## src/rtl/csma_access_scheduler.sv

```systemverilog
// CSMA/CA channel-access scheduler for the shared Manchester transmitter.
// Arbitrates between the data-frame controller and the ACK generator,
// enforcing DIFS/SIFS spacing, slotted random backoff with a binary-exponential
// contention window, ACK timeout and a bounded retry count.
module csma_access_scheduler #(
    parameter int         DIFS_TICKS        = 80,
    parameter int         SIFS_TICKS        = 40,
    parameter int         SLOT_TICKS        = 8,
    parameter int         CW_MIN_LOG2       = 2,
    parameter int         CW_MAX_LOG2       = 5,
    parameter int         ACK_TIMEOUT_TICKS = 256,
    parameter int         MAX_ATTEMPTS      = 5,
    parameter logic [7:0] LFSR_SEED         = 8'hA5
) (
    input  logic       clk,
    input  logic       rst,
    input  logic       tick,
    input  logic       cardet,
    input  logic       data_req,
    input  logic       data_needs_ack,
    input  logic       ack_req,
    input  logic       tx_done,
    input  logic       ack_rcvd,
    output logic       data_grant,
    output logic       ack_grant,
    output logic       retry,
    output logic       tx_ok,
    output logic       tx_fail,
    output logic [2:0] attempt
);

    // The timer must reach the longest interval the FSM ever measures.
    localparam int SPAN_A = (DIFS_TICKS > SIFS_TICKS) ? DIFS_TICKS : SIFS_TICKS;
    localparam int SPAN_B = (SLOT_TICKS > ACK_TIMEOUT_TICKS) ? SLOT_TICKS : ACK_TIMEOUT_TICKS;
    localparam int SPAN   = (SPAN_A > SPAN_B) ? SPAN_A : SPAN_B;
    localparam int TW     = $clog2(SPAN + 1);

    // "N ticks elapsed" means a tick arrives while the timer holds N-1.
    localparam logic [TW-1:0] DIFS_LAST = TW'(DIFS_TICKS - 1);
    localparam logic [TW-1:0] SIFS_LAST = TW'(SIFS_TICKS - 1);
    localparam logic [TW-1:0] SLOT_LAST = TW'(SLOT_TICKS - 1);
    localparam logic [TW-1:0] ACK_LAST  = TW'(ACK_TIMEOUT_TICKS - 1);

    localparam logic [3:0] CW_MIN      = 4'(CW_MIN_LOG2);
    localparam logic [3:0] CW_MAX      = 4'(CW_MAX_LOG2);
    localparam logic [2:0] ATTEMPT_MAX = 3'(MAX_ATTEMPTS);

    typedef enum logic [2:0] {
        S_IDLE,
        S_DIFS,
        S_BACKOFF,
        S_GRANT_DATA,
        S_ACK_WAIT,
        S_SIFS,
        S_GRANT_ACK
    } state_t;

    state_t        state_reg;
    logic [TW-1:0] timer_reg;
    logic [7:0]    backoff_reg;
    logic [3:0]    cw_reg;
    logic [7:0]    lfsr_reg;
    logic          needs_ack_reg;

    logic [3:0]    cw_grow;
    logic [7:0]    min_mask;
    logic [7:0]    grow_mask;
    logic          difs_done;
    logic          sifs_done;
    logic          slot_done;
    logic          ack_timeout;
    logic          busy_tick;

    // Window after a failed attempt: one step wider, saturating at the ceiling.
    assign cw_grow = (cw_reg < CW_MAX) ? (cw_reg + 4'd1) : CW_MAX;

    // Draw masks: bit gi is kept when the window (log2) exceeds gi, i.e. (1<<cw)-1.
    genvar gi;
    generate
        for (gi = 0; gi < 8; gi++) begin : g_mask
            assign min_mask[gi]  = (CW_MIN > 4'(gi));
            assign grow_mask[gi] = (cw_grow > 4'(gi));
        end
    endgenerate

    assign difs_done   = tick && (timer_reg == DIFS_LAST);
    assign sifs_done   = tick && (timer_reg == SIFS_LAST);
    assign slot_done   = tick && (timer_reg == SLOT_LAST);
    assign ack_timeout = tick && (timer_reg == ACK_LAST);
    assign busy_tick   = tick && cardet;

    // Free-running Fibonacci LFSR, x^8+x^6+x^5+x^4+1, stepping every clock so
    // the draw depends on when a request happens to arrive.
    always_ff @(posedge clk) begin
        if (rst) begin
            lfsr_reg <= LFSR_SEED;
        end else begin
            lfsr_reg <= {lfsr_reg[6:0], lfsr_reg[7] ^ lfsr_reg[5] ^ lfsr_reg[4] ^ lfsr_reg[3]};
        end
    end

    // Access FSM with registered grants, pulses and attempt counter.
    always_ff @(posedge clk) begin
        if (rst) begin
            state_reg     <= S_IDLE;
            timer_reg     <= '0;
            backoff_reg   <= '0;
            cw_reg        <= CW_MIN;
            needs_ack_reg <= 1'b0;
            data_grant    <= 1'b0;
            ack_grant     <= 1'b0;
            retry         <= 1'b0;
            tx_ok         <= 1'b0;
            tx_fail       <= 1'b0;
            attempt       <= 3'd0;
        end else begin
            retry   <= 1'b0;
            tx_ok   <= 1'b0;
            tx_fail <= 1'b0;
            if (tick) begin
                timer_reg <= timer_reg + TW'(1);
            end

            case (state_reg)
                S_IDLE: begin
                    timer_reg <= '0;
                    // A pending ACK always goes first; it only needs SIFS.
                    if (ack_req) begin
                        state_reg <= S_SIFS;
                    end else if (data_req) begin
                        state_reg   <= S_DIFS;
                        attempt     <= 3'd1;
                        cw_reg      <= CW_MIN;
                        backoff_reg <= lfsr_reg & min_mask;
                    end
                end

                S_DIFS: begin
                    if (ack_req) begin
                        // Backoff and attempt survive the ACK detour.
                        state_reg <= S_SIFS;
                        timer_reg <= '0;
                    end else if (!data_req) begin
                        state_reg <= S_IDLE;
                        timer_reg <= '0;
                        attempt   <= 3'd0;
                    end else if (busy_tick) begin
                        // Any busy tick restarts the idle interval.
                        timer_reg <= '0;
                    end else if (difs_done) begin
                        timer_reg <= '0;
                        if (backoff_reg == 8'd0) begin
                            state_reg     <= S_GRANT_DATA;
                            data_grant    <= 1'b1;
                            needs_ack_reg <= data_needs_ack;
                        end else begin
                            state_reg <= S_BACKOFF;
                        end
                    end
                end

                S_BACKOFF: begin
                    if (ack_req) begin
                        state_reg <= S_SIFS;
                        timer_reg <= '0;
                    end else if (!data_req) begin
                        state_reg <= S_IDLE;
                        timer_reg <= '0;
                        attempt   <= 3'd0;
                    end else if (busy_tick) begin
                        // Medium taken: freeze the remaining slots and redo DIFS.
                        state_reg <= S_DIFS;
                        timer_reg <= '0;
                    end else if (slot_done) begin
                        timer_reg   <= '0;
                        backoff_reg <= backoff_reg - 8'd1;
                        if (backoff_reg == 8'd1) begin
                            state_reg     <= S_GRANT_DATA;
                            data_grant    <= 1'b1;
                            needs_ack_reg <= data_needs_ack;
                        end
                    end
                end

                S_GRANT_DATA: begin
                    timer_reg <= '0;
                    if (tx_done) begin
                        data_grant <= 1'b0;
                        if (needs_ack_reg) begin
                            state_reg <= S_ACK_WAIT;
                        end else begin
                            state_reg <= S_IDLE;
                            tx_ok     <= 1'b1;
                            attempt   <= 3'd0;
                        end
                    end
                end

                S_ACK_WAIT: begin
                    // A same-cycle ACK beats the timeout.
                    if (ack_rcvd) begin
                        state_reg <= S_IDLE;
                        timer_reg <= '0;
                        tx_ok     <= 1'b1;
                        attempt   <= 3'd0;
                    end else if (ack_timeout) begin
                        timer_reg <= '0;
                        if (attempt == ATTEMPT_MAX) begin
                            state_reg <= S_IDLE;
                            tx_fail   <= 1'b1;
                            attempt   <= 3'd0;
                        end else begin
                            state_reg   <= S_DIFS;
                            retry       <= 1'b1;
                            attempt     <= attempt + 3'd1;
                            cw_reg      <= cw_grow;
                            backoff_reg <= lfsr_reg & grow_mask;
                        end
                    end
                end

                S_SIFS: begin
                    // Carrier is deliberately ignored: the ACK owns this gap.
                    if (sifs_done) begin
                        state_reg <= S_GRANT_ACK;
                        timer_reg <= '0;
                        ack_grant <= 1'b1;
                    end
                end

                S_GRANT_ACK: begin
                    timer_reg <= '0;
                    if (tx_done) begin
                        ack_grant <= 1'b0;
                        if ((attempt != 3'd0) && data_req) begin
                            // Resume the interrupted contention with its frozen backoff.
                            state_reg <= S_DIFS;
                        end else begin
                            state_reg <= S_IDLE;
                            attempt   <= 3'd0;
                        end
                    end
                end

                default: begin
                    state_reg  <= S_IDLE;
                    timer_reg  <= '0;
                    data_grant <= 1'b0;
                    ack_grant  <= 1'b0;
                    attempt    <= 3'd0;
                end
            endcase
        end
    end

endmodule

```

## config.mk

```make
export PLATFORM = sky130hd
export DESIGN_NAME = csma_access_scheduler
export DESIGN_NICKNAME = d
export VERILOG_FILES = /design/src/rtl/csma_access_scheduler.sv
export SDC_FILE = /design/constraint.sdc
export NUM_CORES = 1
export LEC_CHECK = 0
export CAP_MARGIN = 30
export CORE_MARGIN = 1.5
export CORE_UTILIZATION = 40
export DETAILED_ROUTE_END_ITERATION = 8
export GPL_TIMING_DRIVEN = 0
export PLACE_DENSITY = 0.69
export SYNTH_ARGS = -nofsm -noshare
export SYNTH_HDL_FRONTEND = slang
export SYNTH_SLANG_ARGS = --single-unit
export TNS_END_PERCENT = 50
```

## constraint.sdc

```tcl
create_clock -name clk -period 5.18 [get_ports clk]
set_clock_uncertainty 0.2 [all_clocks]
set_input_delay 0.518 -clock clk [delete_from_list [all_inputs] [get_ports clk]]
set_output_delay 0.518 -clock clk [all_outputs]
set_load 0.02 [all_outputs]
```

== Word-level counts from Yosys, hierarchy flattened ==
Cells that the tools add are included.

* Register bits: 41
* Output and inout port bits: 8
* Input bits: 9
* Logic and storage cells: 190

* Add/sub/neg operators: 4
* Order comparisons: 9
* Equality and inequality tests: 40
* Mux-type cells: 93
* Bitwise operators: 9
* Reduce and logical (&&, ||, !) cells: 23

{| class="wikitable"
|+ Operators with widths
! cell !! number
|-
| 9-bit two-way mux || 12
|-
| 3-bit two-way mux || 27
|-
| 8-bit two-way mux || 9
|-
| 2-bit != test (second input constant) || 22
|-
| 9-bit one-hot mux with 4 select lines || 1
|-
| 1-bit two-way mux || 30
|-
| 4-bit two-way mux || 6
|-
| 8-bit one-hot mux with 3 select lines || 1
|-
| 3-bit one-hot mux with 7 select lines || 1
|-
| 10-bit AND reduction || 2
|-
| 3-bit one-hot mux with 6 select lines || 1
|-
| 4-bit by 3-bit greater-than comparator with 1-bit output (second input constant) || 4
|-
| 3-bit equality test (second input constant) || 4
|-
| 12-bit AND reduction || 1
|-
| 11-bit AND reduction || 1
|-
| 5-bit != test (second input constant) || 2
|-
| 9-bit by 1-bit adder with 9-bit output (second input constant) || 1
|-
| 9-bit by 3-bit equality test with 1-bit output (second input constant) || 1
|-
| 9-bit by 6-bit equality test with 1-bit output (second input constant) || 1
|-
| 9-bit by 7-bit equality test with 1-bit output (second input constant) || 1
|-
| 9-bit by 8-bit equality test with 1-bit output (second input constant) || 1
|-
| 9-bit AND reduction || 1
|-
| 8-bit AND || 1
|-
| 8-bit by 1-bit equality test with 1-bit output (second input constant) || 1
|-
| other kinds (26) || 46
|}

== Longest topological paths before layout ==
* Depth after elaboration: 8
* Gate-level depth with buffers: 10
* Depth with buffers taken out: 9

== Worst setup path after synthesis ==
Ideal clock, no wire load.

* Path type: register to register
* Start: reg timer_reg[0]
* End: reg state_reg[2]
* Cell stages (with the launch flop): 10
* Path buffers: 0
* Setup time: 0.122 ns
* Data required time: 4.858 ns
* Clock period less this slack: 2.317 ns
* Path slack: 2.863 ns
* Arrival time: 1.995 ns
* Path through: dfxtp_1 ha_1 nand3_1 nor2_1 ha_1 nand2_1 and3_1 a2111o_1 or2_1 o311a_1

* Longest elaborated chain between the ends: 4
* Elaborated cells on any way between the ends: 13
* Those cells by class: eq/ne (8); reduce/logical (5)

{| class="wikitable"
|+ Ends and longest elaborated chain
! what !! line !! text
|-
| start: declaration || 59 || <nowiki>logic [TW-1:0] timer_reg;</nowiki>
|-
| start signal: assignment || 121 || <nowiki>timer_reg <= timer_reg + TW'(1);</nowiki>
|-
| 9-bit by 3-bit equality test with 1-bit output, or another cell as far along || 88 || <nowiki>assign slot_done = tick && (timer_reg == SLOT_LAST);</nowiki>
|-
| 1-bit logical AND (on tied branches) || -- ||
|-
| 5-bit != test (no line), or another cell as far along || -- ||
|-
| 9-bit AND reduction (no line) (*) || -- ||
|-
| end signal: assignment || 105 || <nowiki>state_reg <= S_IDLE;</nowiki>
|-
| end signal: assignment || 129 || <nowiki>state_reg <= S_SIFS;</nowiki>
|-
| end signal: assignment || 131 || <nowiki>state_reg <= S_DIFS;</nowiki>
|-
| end: declaration || 58 || <nowiki>state_t state_reg;</nowiki>
|}

Every way passes the cells marked *; elsewhere a longest branch is shown, timed or not.
A chain may end at the register's enable or synchronous reset.

== Worst setup path in the final report ==
* Start: in ack_req
* End: reg backoff_reg[2]

* Longest elaborated chain between the ends: 2
* Elaborated cells on any way between the ends: 3
* Those cells by class: eq/ne (2); reduce/logical (1)

{| class="wikitable"
|+ Ends and longest elaborated chain
! what !! line !! text
|-
| start: declaration || 21 || <nowiki>input logic ack_req,</nowiki>
|-
| 2-bit != test (no line) || -- ||
|-
| 10-bit AND reduction (no line) (*) || -- ||
|-
| end signal: assignment || 134 || <nowiki>backoff_reg <= lfsr_reg & min_mask;</nowiki>
|-
| end signal: assignment || 176 || <nowiki>backoff_reg <= backoff_reg - 8'd1;</nowiki>
|-
| end signal: assignment || 217 || <nowiki>backoff_reg <= lfsr_reg & grow_mask;</nowiki>
|-
| end: declaration || 60 || <nowiki>logic [7:0] backoff_reg;</nowiki>
|}

Marks and branches as above.

==> results by group <==
Floorplanning
  – Die area: 6900 um2
  – Starting utilization of the core area: 42.3%
  – Placeable Area: 6060 um2
  – Cell Rows: 28
  – Ports: 17
  – Die X-Extent: 83.1 um
  – Die Ht: 83.1 um

Synthesis
  – Cell with the most instances after synthesis: dfxtp_1
  – Top-area cell type share of the netlist area: 32.0%
  – Post-synthesis sequential area ratio: 32.0%
  – Synthesized net count: 343
  – Area leader, netlist: dfxtp_1
  – Syn_area_per_cell: 7.84 um2
  – Mapped Cells: 327
  – Post-synth EDFFs: 0
  – Synth cell count leaders: 41 x dfxtp_1, 31 x nand2_1, 31 x nor2_1
  – Post-Syn Area: 2560 um2
  – FF+latch count, synth: 41
  – Ys async rst share: 0%
  – Synth cell types: 66
  – Synth Warn #: 0
  – Top cells by area, synth: dfxtp_1 32%, a21oi_1 5.7%, nand2_1 4.5%
  – Top_reg_cell synth: dfxtp_1

Drt
  – Drt total wl: 6540 um
  – TritonRoute pass-1 iters: 6
  – Routed wire per std cell: 15.5 um
  – DR iter-0 viols: 282
  – Drt drc: 0
  – Via-per-instance ratio: 5.99
  – Detail Route Antenna Nets: 0
  – Vias post-DR: 2532

Timing
  – Highest Clock Rate: 353 MHz
  – Final Critical Period: 2.83 ns
  – Final-report hold violation count: 0
  – Pins over their slew limit: 0
  – Slew margin rel.: 54.0%
  – Worst-Margin Slew: 0.685 ns
  – Setup TNS: 0 ns
  – WHS: 0.240 ns
  – Period utilisation layout: 54.7%
  – RSZ-0062 raised after global routing: false
  – Final Setup Violations: 0

Worst setup path
  – Element type at the critical path end: flop
  – Worst-path fanout max: 10
  – Crit-path slowest cell: o21ai_1
  – Crit path arrival time: 2.82 ns
  – Worst path cell trace: clkdlybuf4s50_1 > clkbuf_1 > nand2b_1 > nor2_1 > o21ai_1 > nand2_1 > a32o_1
  – Cell family contributing the most delay on the critical path: compound AO/OA/AOI/OAI gates
  – Worst path bufs/invs: 2
  – Worst path max stage delay: 0.56 ns
  – WP data required: 5.17 ns
  – Startpoint types: input port
  – Crit Path Class: input port to flop

Cells and area
  – Final core area utilization: 47.5%
  – Final instance area: 2880 um2
  – Area Overhead vs Synth: 12.1%
  – Largest register FFs: 9
  – # diodes: 0
  – Nets@finish: 363
  – Share of cells above drive strength 1: 7.18%
  – Filler cells: 601

Placed design
  – Placed inst area: 2790 um2
  – RD Place Congestion: 0.909
  – Port-buffer cells: 13
  – DP HPWL: 4690 um

Pwr
  – Power per cell area: 367 nW/um2
  – Post-layout total power: 1.06 mW
  – Worst vdd ir: 0.000168 V
  – P_leak: 1.05 nW

Global routing
  – First-pass GRT wire length: 10900 um
  – Grt ovf: 0
  – All-Layer GR Usage: 19.0%
  – Vias in the first global route: 2358
  – Largest net degree at the start of global routing: 14
  – Initial antenna violation count: 0

CTS
  – Inserted Clock Buffers: 5
  – Number of setup buffers added after CTS: 0
  – Post-CTS sizing: 0
  – Post-CTS Hold Buffers: 0
  – Bufs on Longest Clock Path: 2
  – # clock sinks: 41
  – CTS root buf: clkbuf_8
  – H-tree depth: 2
  – Reg clk slew, reported paths: 0.08 ns
  – Worst skew pair latency: 0.29 ns
  – CTS tree: built

Hold path
  – Hold Crit Class: flop to flop

Job
  – Max-Cap Viols: 0

Outcome
  – Outcome: complete, no violations
## final timing paths
| check | startpoint | to | slack (ns) | cells after the start |
|---|---|---|---|---|
| hold / removal | lfsr_reg[6] | lfsr_reg[7] | 0.24 | 1 |
| setup / recovery | ack_req | backoff_reg[2] | 2.35 | 7 |
| setup reg to reg | timer_reg[0] | backoff_reg[6] | 2.48 | 10 |
| hold reg to reg | lfsr_reg[6] | lfsr_reg[7] | 0.24 | 1 |
## where the power goes
part           switching [mW]  internal, mW
Clock                   0.114        0.0950
Sequential             0.0299         0.347
Combinational           0.290         0.181
Total                   0.434         0.622
## cell usage in the layout, fill, tap and decap left out, drive strengths merged, types with 8 or more instances in the layout
| cell type | synthesis | layout |
|---|---|---|
| dfxtp | 41 | 41 |
| nor4 | 8 | 8 |
| a21oi | 29 | 29 |
| clkbuf | 12 | 18 |
| o21ai | 9 | 9 |
| and3 | 8 | 8 |
| o31ai | 8 | 8 |
| nor2 | 31 | 31 |
| nor2b | 10 | 10 |
| clkdlybuf4s50 | 0 | 13 |
| nand2 | 31 | 31 |
| inv | 14 | 14 |
| nand2b | 8 | 8 |
| nor3 | 11 | 11 |
## kinds of logic (layout without fill, tap and decap cells)
family / Yosys count / count (layout) / share of synthesized area [%]
AOI/OAI and AO/OA: 89 / 89 / 24.0
buffers and inverters: 33 / 54 / 5.27
and+or+nand+nor: 143 / 143 / 30.4
DFF: 41 / 41 / 32.0
adders and majority gates: 7 / 7 / 3.41
muxes: 3 / 3 / 1.22
xor gates and xnor gates: 11 / 11 / 3.76
## area by class of cell
cell class	count	area (um2)	area share, %
multi-input combinational	253	1610	55.9
inverter	14	52.6	1.83
clock buffer	6	72.6	2.52
timing repair buffer	13	130	4.52
clock inverter	2	15.0	0.522
tap	75	93.8	3.26
buffer	19	82.6	2.87
sequential	41	821	28.5
## stage by stage
stage / std cells / worst slack (ns)
6_report: 423 / 2.35
5_1_grt: 423 / 2.20
4_1_cts: 423 / 2.39
3_5_place_dp: 415 / 2.09
3_3_place_gp: 415 / 2.12
2_1_floorplan: 327 / 2.86
## per-layer routing
metal | track usage (%) | part of all wire, % | up-vias
met1 | 25.7 | 46 | 1152
met5 | 0 | 0 | -
li1 | - | - | 1235
met2 | 29.6 | 44 | 128
met4 | 7.12 | 1.6 | 0
met3 | 4.27 | 8.4 | 17
No activity file was read; power rests on OpenSTA's default activity.
